$ cat src/rtl/z80_bus_pkg.sv
// Shared types for the Z80-style bench bus masters: bus states, T-state count and response record.
package z80_bus_pkg;

  typedef enum logic [2:0] {
    StIdle,
    StT1,
    StT2,
    StTw,
    StT3
  } bus_state_e;

  localparam int unsigned TStates = 3;

  typedef struct packed {
    logic [7:0] data;
    logic       last;
    logic       err;
  } rsp_t;

endpackage

$ cat src/rtl/z80_mem_reader_if.sv
// Request/response handshake plus CE/OE memory bus between the read master and the bench.
interface z80_mem_reader_if #(
  parameter int unsigned ADDR_W = 15
);
  logic              req_valid;
  logic              req_ready;
  logic [ADDR_W-1:0] req_addr;
  logic [3:0]        req_len;
  logic              rsp_valid;
  logic [7:0]        rsp_data;
  logic              rsp_last;
  logic              rsp_err;
  logic [ADDR_W-1:0] A;
  logic              CE_n;
  logic              OE_n;
  logic [7:0]        D;
  logic              WAIT_n;

  modport master (
    input  req_valid, req_addr, req_len, D, WAIT_n,
    output req_ready, rsp_valid, rsp_data, rsp_last, rsp_err, A, CE_n, OE_n
  );

  modport slave (
    output req_valid, req_addr, req_len, D, WAIT_n,
    input  req_ready, rsp_valid, rsp_data, rsp_last, rsp_err, A, CE_n, OE_n
  );
endinterface

$ cat src/rtl/z80_wait_timer.sv
// Counts consecutive wait-state cycles; flags the cycle that is the TIMEOUT-th wait state.
module z80_wait_timer #(
  parameter int unsigned TIMEOUT = 16
) (
  input  logic CLK,
  input  logic RESET,
  input  logic in_tw,
  output logic expired
);

  logic [7:0] cnt_q;

  always_ff @(posedge CLK or posedge RESET) begin
    if (RESET) begin
      cnt_q <= '0;
    end else if (in_tw) begin
      cnt_q <= cnt_q + 8'd1;
    end else begin
      cnt_q <= '0;
    end
  end

  // cnt_q holds the number of wait states already completed before this one.
  assign expired = in_tw && (cnt_q == 8'(TIMEOUT - 1));

endmodule

$ cat src/rtl/z80_mem_reader.sv
// Z80-style memory read master: T1/T2/[TW]/T3 cycles per byte, bursts up to 16 bytes.
module z80_mem_reader
  import z80_bus_pkg::*;
#(
  parameter int unsigned ADDR_W  = 15,
  parameter int unsigned TIMEOUT = 16
) (
  input logic                CLK,
  input logic                RESET,
  z80_mem_reader_if.master   bus
);

  localparam logic [ADDR_W-1:0] AddrOne = ADDR_W'(1);

  bus_state_e        state_q;
  logic [ADDR_W-1:0] a_q;
  logic [3:0]        remain_q;
  logic              ce_n_q;
  logic              oe_n_q;
  logic              ready_q;
  logic              rsp_valid_q;
  rsp_t              rsp_q;
  logic              tw_expired;

  z80_wait_timer #(
    .TIMEOUT(TIMEOUT)
  ) u_wait_timer (
    .CLK    (CLK),
    .RESET  (RESET),
    .in_tw  (state_q == StTw),
    .expired(tw_expired)
  );

  always_ff @(posedge CLK or posedge RESET) begin
    if (RESET) begin
      state_q     <= StIdle;
      a_q         <= '0;
      remain_q    <= '0;
      ce_n_q      <= 1'b1;
      oe_n_q      <= 1'b1;
      ready_q     <= 1'b1;
      rsp_valid_q <= 1'b0;
      rsp_q       <= '0;
    end else begin
      rsp_valid_q <= 1'b0;
      unique case (state_q)
        StIdle: begin
          if (bus.req_valid) begin
            state_q  <= StT1;
            a_q      <= bus.req_addr;
            remain_q <= bus.req_len;
            ce_n_q   <= 1'b0;
            oe_n_q   <= 1'b1;
            ready_q  <= 1'b0;
          end
        end
        StT1: begin
          state_q <= StT2;
          oe_n_q  <= 1'b0;
        end
        StT2: begin
          state_q <= bus.WAIT_n ? StT3 : StTw;
        end
        StTw: begin
          if (bus.WAIT_n) begin
            state_q <= StT3;
          end else if (tw_expired) begin
            // Abort drops any remaining bytes and releases the bus immediately.
            state_q     <= StIdle;
            ce_n_q      <= 1'b1;
            oe_n_q      <= 1'b1;
            ready_q     <= 1'b1;
            rsp_valid_q <= 1'b1;
            rsp_q.data  <= 8'h00;
            rsp_q.last  <= 1'b1;
            rsp_q.err   <= 1'b1;
          end
        end
        StT3: begin
          rsp_valid_q <= 1'b1;
          rsp_q.data  <= bus.D;
          rsp_q.last  <= (remain_q == 4'd0);
          rsp_q.err   <= 1'b0;
          if (remain_q != 4'd0) begin
            remain_q <= remain_q - 4'd1;
            a_q      <= a_q + AddrOne;
            state_q  <= StT1;
            oe_n_q   <= 1'b1;
          end else begin
            state_q <= StIdle;
            ce_n_q  <= 1'b1;
            oe_n_q  <= 1'b1;
            ready_q <= 1'b1;
          end
        end
        default: state_q <= StIdle;
      endcase
    end
  end

  assign bus.A         = a_q;
  assign bus.CE_n      = ce_n_q;
  assign bus.OE_n      = oe_n_q;
  assign bus.req_ready = ready_q;
  assign bus.rsp_valid = rsp_valid_q;
  assign bus.rsp_data  = rsp_q.data;
  assign bus.rsp_last  = rsp_q.last;
  assign bus.rsp_err   = rsp_q.err;

endmodule

$ cat src/flat_wrapper.sv
// flat-port wrapper written by rule: the top's interface ports become plain ports
module z80_mem_reader_flat import z80_bus_pkg::*;
#(
  parameter int unsigned ADDR_W  = 15,
  parameter int unsigned TIMEOUT = 16
)
  (CLK, RESET, bus_req_valid, bus_req_addr, bus_req_len, bus_D, bus_WAIT_n, bus_req_ready, bus_rsp_valid, bus_rsp_data, bus_rsp_last, bus_rsp_err, bus_A, bus_CE_n, bus_OE_n);
  z80_mem_reader_if #(.ADDR_W(ADDR_W)) bus_i ();
  input logic CLK;
  input logic RESET;
  input wire logic [$bits(bus_i.req_valid)-1:0] bus_req_valid;
  input wire logic [$bits(bus_i.req_addr)-1:0] bus_req_addr;
  input wire logic [$bits(bus_i.req_len)-1:0] bus_req_len;
  input wire logic [$bits(bus_i.D)-1:0] bus_D;
  input wire logic [$bits(bus_i.WAIT_n)-1:0] bus_WAIT_n;
  output wire logic [$bits(bus_i.req_ready)-1:0] bus_req_ready;
  output wire logic [$bits(bus_i.rsp_valid)-1:0] bus_rsp_valid;
  output wire logic [$bits(bus_i.rsp_data)-1:0] bus_rsp_data;
  output wire logic [$bits(bus_i.rsp_last)-1:0] bus_rsp_last;
  output wire logic [$bits(bus_i.rsp_err)-1:0] bus_rsp_err;
  output wire logic [$bits(bus_i.A)-1:0] bus_A;
  output wire logic [$bits(bus_i.CE_n)-1:0] bus_CE_n;
  output wire logic [$bits(bus_i.OE_n)-1:0] bus_OE_n;
  assign bus_i.req_valid = bus_req_valid;
  assign bus_i.req_addr = bus_req_addr;
  assign bus_i.req_len = bus_req_len;
  assign bus_i.D = bus_D;
  assign bus_i.WAIT_n = bus_WAIT_n;
  assign bus_req_ready = bus_i.req_ready;
  assign bus_rsp_valid = bus_i.rsp_valid;
  assign bus_rsp_data = bus_i.rsp_data;
  assign bus_rsp_last = bus_i.rsp_last;
  assign bus_rsp_err = bus_i.rsp_err;
  assign bus_A = bus_i.A;
  assign bus_CE_n = bus_i.CE_n;
  assign bus_OE_n = bus_i.OE_n;
  z80_mem_reader #(.ADDR_W(ADDR_W), .TIMEOUT(TIMEOUT)) u_core (.CLK(CLK), .RESET(RESET), .bus(bus_i));
endmodule
$ cat config.mk
export PLATFORM = sky130hd
export DESIGN_NAME = z80_mem_reader_flat
export DESIGN_NICKNAME = d
export VERILOG_FILES = /design/src/rtl/z80_bus_pkg.sv /design/src/rtl/z80_mem_reader_if.sv /design/src/rtl/z80_wait_timer.sv /design/src/rtl/z80_mem_reader.sv /design/src/flat_wrapper.sv
export SDC_FILE = /design/constraint.sdc
export NUM_CORES = 1
export LEC_CHECK = 0
export CAP_MARGIN = 40
export CORE_ASPECT_RATIO = 1.5
export CORE_MARGIN = 2
export CORE_UTILIZATION = 52
export CTS_BUF_LIST = sky130_fd_sc_hd__clkbuf_16
export CTS_CLUSTER_SIZE = 12
export DETAILED_ROUTE_END_ITERATION = 8
export PLACE_DENSITY = 0.92
export SYNTH_ARGS = -nofsm -noshare
export SYNTH_HDL_FRONTEND = slang
export SYNTH_HIERARCHICAL = 1
export SYNTH_SLANG_ARGS = --single-unit
$ cat constraint.sdc
create_clock -name CLK -period 5.95 [get_ports CLK]
set_input_delay 0.595 -clock CLK [delete_from_list [all_inputs] [get_ports CLK]]
set_output_delay 0.595 -clock CLK [all_outputs]
set_load 0.05 [all_outputs]
==> summary.txt <==
ANT nets after route: 0
1st-pass router iterations: 5
Largest net degree at the start of global routing: 48
Hold_ws: 0.494 ns
Highest cell delay on the worst timing path: 0.60 ns
Clock power frac: 15.3%
Sw frac: 48.2%
Leak: 1.26 nW
Total GRT Usage: 25.0%
CP endpoint kind: register
Gp weighted congestion: 0.841
Number of fill cells: 330
Post-synth ARST share: 100%
Area of the mapped netlist: 2300 µm²
Worst skew pair latency: 0.28 ns
CP Buf/Inv Count: 2
Grt ovf: 0
H-tree levels: 2
Synth area leader: dfrtp_1
Final setup violation count: 0
CP startpoint kind: register
Yosys warns: 6
Worst Clk Skew: 0.00709 ns
Initial core utilization: 54.2%
Initial antenna violation count: 0
Top Family by Delay on Critical Path: simple AND/OR/NAND/NOR gates
Cell-internal power: 901 µW
Worst vdd ir: 0.514 mV
ANT cells: 0
Sink Count: 43
CP Max Fanout: 12
Fmax: 362 MHz
R2r setup slk: 3.18 ns
Number of flops mapped to enable cells by yosys: 0
Vias in the first global route: 2093
Total CTS buffers: 5
Reg power frac: 32.4%
Final min period: 2.77 ns
Layout cell share with drive strength beyond 1: 6.08%
Die span in y: 85.5 µm
Hold Buf Count CTS: 0
CTS Root Cell: clkbuf_16
Max-cap violations: 0
Syn nets: 273
Slew Viols, Final: 0
Slowest CP cell: dfrtp_1
Die width: 58.3 µm
TNS Setup: 0 ns
Initial DRC Count: 148
Data required, critical path: 6.15 ns
Core Util, Final: 71.8%
Register area share after synthesis: 46.9%
Period utilization: 46.5%
Syn avg cell area: 9.63 µm²
Final net count: 329
Net load switching power: 837 µW
Status: finished clean
Final Hold Vio Count: 0
Worst-path clk slew: 0.06 ns
CTS tree: done
Cell row count: 29
Top post-synthesis cells by area: dfrtp_1, a21oi_1, mux2i_1
Max clock buf depth: 2
RSZ-0062 raised after global routing: no
Number of gates resized after cts: 0
Critical path class: register to register
WP data arrival: 2.97 ns
I/O Pins: 60
Distinct cells, synth: 54
Ys flop type: dfrtp_1
Drc violations: 0
Vias: 2112
Post-CTS Setup Repair Bufs: 0
Synthesized flop and latch total: 43
First-pass GRT wire length: 9770 µm
Floorplan core area: 4250 µm²
Vias per cell: 6.18
Port Buffers: 59
Top-area cell type share of the netlist area: 44.6%
Post-DP HPWL: 4020 µm
Post-DR wirelength/cell: 16.9 µm
Crit path cell chain: nand3b_1 > inv_1 > nand2b_1 > or4_1 > nor2_1 > nor3b_1 > nor2_1 > inv_1 > a2bb2oi_1
DRT Wirelength: 5770 µm
Synth-to-layout area growth: 32.5%
Relative slew margins: 60.7%
PwrDens: 570 nW/µm²
Worst Max-Slew Pin Slew: 0.588 ns
Min-Delay Path Class: register to register
Design Power: 1.74 mW
Die area: 4980 µm²
Power share of the combinational group: 52.3%
Post-Synthesis Cells: 239
## power groups by stage
stage                     Clock (mW)  Combinational, mW  Sequential (mW)
after floorplan                    0              0.370            0.816
after global placement             0              0.885            0.558
after detailed placement           0              0.906            0.564
after CTS                      0.272              0.910            0.561
after global routing           0.286              0.968            0.585
final                          0.265              0.910            0.563
## per-stage QoR
stage	instance area, µm²	setup slack, ns	std cells
2_1_floorplan	2300	3.67	239
3_3_place_gp	2900	3.40	334
3_5_place_dp	2900	3.28	334
4_1_cts	3050	3.21	342
5_1_grt	3050	2.99	342
6_report	3050	3.18	342
## cells in the final DEF (no fill, tap or decap), drive strengths merged, types with 2 or more instances in the layout
| cell type | netlist | routed |
|---|---|---|
| a22o | 8 | 8 |
| dfrtp | 41 | 41 |
| buf | 12 | 3 |
| and2 | 5 | 5 |
| nor4 | 3 | 3 |
| mux2i | 8 | 8 |
| inv | 11 | 11 |
| nor3b | 4 | 4 |
| o21ai | 12 | 12 |
| nand3 | 16 | 16 |
| clkbuf | 1 | 5 |
| nand2b | 3 | 3 |
| o32ai | 2 | 2 |
| nand4 | 7 | 7 |
| a31oi | 2 | 2 |
| and3 | 2 | 2 |
| dfstp | 2 | 2 |
| ha | 3 | 3 |
| nand3b | 3 | 3 |
| o31ai | 2 | 2 |
| o22ai | 6 | 6 |
| xnor2 | 2 | 2 |
| a21oi | 23 | 23 |
| nand2 | 16 | 16 |
| nor2 | 13 | 13 |
| or2b | 2 | 2 |
| a2bb2oi | 5 | 5 |
| or3 | 2 | 2 |
| clkdlybuf4s50 | 0 | 59 |
| nor3 | 5 | 5 |
| or4 | 2 | 2 |
| clkinvlp | 0 | 2 |
## path summary, 6_finish.rpt
check                                  startpoint                      endpoint  cells after the start
max                             u_core/state_q[0]          u_core/bus.req_ready                      9
min                        u_core/bus.rsp_data[1]        u_core/bus.rsp_data[1]                      1
max reg2reg                     u_core/state_q[0]          u_core/bus.req_ready                      9
min reg2reg                u_core/bus.rsp_data[1]        u_core/bus.rsp_data[1]                      1
max in group asynchronous                   RESET               u_core/bus.OE_n                      3
min in group asynchronous                   RESET  u_core/u_wait_timer/cnt_q[3]                      2
## area by class of cell
class                      count  area [µm²]  area share, %
timing repair buffer          62         613           20.1
clock buffer                   5         125           4.11
sequential                    43        1080           35.4
multi-input combinational    172        1110           36.5
clock inverter                 3        20.0          0.657
inverter                      11        41.3           1.35
tap                           46        57.6           1.89
## state kept, by name, indices dropped and copies added, names as in the netlist
signal / count
u_core/bus.rsp_data: 8
u_core/bus.rsp_valid: 1
u_core/state_q: 3
u_core/bus.rsp_err: 1
u_core/bus.A: 15
u_core/remain_q: 4
u_core/bus.OE_n: 1
u_core/bus.rsp_last: 1
u_core/u_wait_timer/cnt_q: 8
u_core/bus.req_ready: 1
## kinds of logic after synthesis
family / share of synthesized area [%]
AOI/OAI and AO/OA: 19.3
DFF: 46.9
adders and majority gates: 1.63
muxes: 3.48
buffers and inverters: 5.00
xor gates and xnor gates: 1.14
and+or+nand+nor: 22.6
## synthesized netlist by cell type (3+ instances only)
cell,n
buf_2,8
a21oi_1,23
nand3_1,16
nand3b_1,3
and2_1,4
nand4_1,7
dfrtp_1,41
ha_1,3
nand2_1,16
o21ai_0,10
o22ai_1,6
nor3b_1,4
inv_1,11
a22o_1,8
nand2b_1,3
nor2_1,13
nor3_1,5
mux2i_1,8
a2bb2oi_1,5
## routing by layer
| layer | vias to the layer above | GRT usage [%] | routed length [µm] |
|---|---|---|---|
| met2 | 89 | 42.5 | 3130 |
| met5 | - | 0 | 0 |
| met3 | 6 | 4.57 | 321 |
| li1 | 994 | - | - |
| met1 | 1023 | 31.3 | 2260 |
| met4 | 0 | 8.46 | 61 |
## worst register-to-register path: cells and delay by family (launching register included)
kind,cells,cell delay [ns]
AND/OR/NAND/NOR,6,1.49
flip-flops,1,0.60
buffers and inverters,2,0.40
AO/OA/AOI/OAI,1,0.20
No activity file was read; power rests on OpenSTA's default activity.
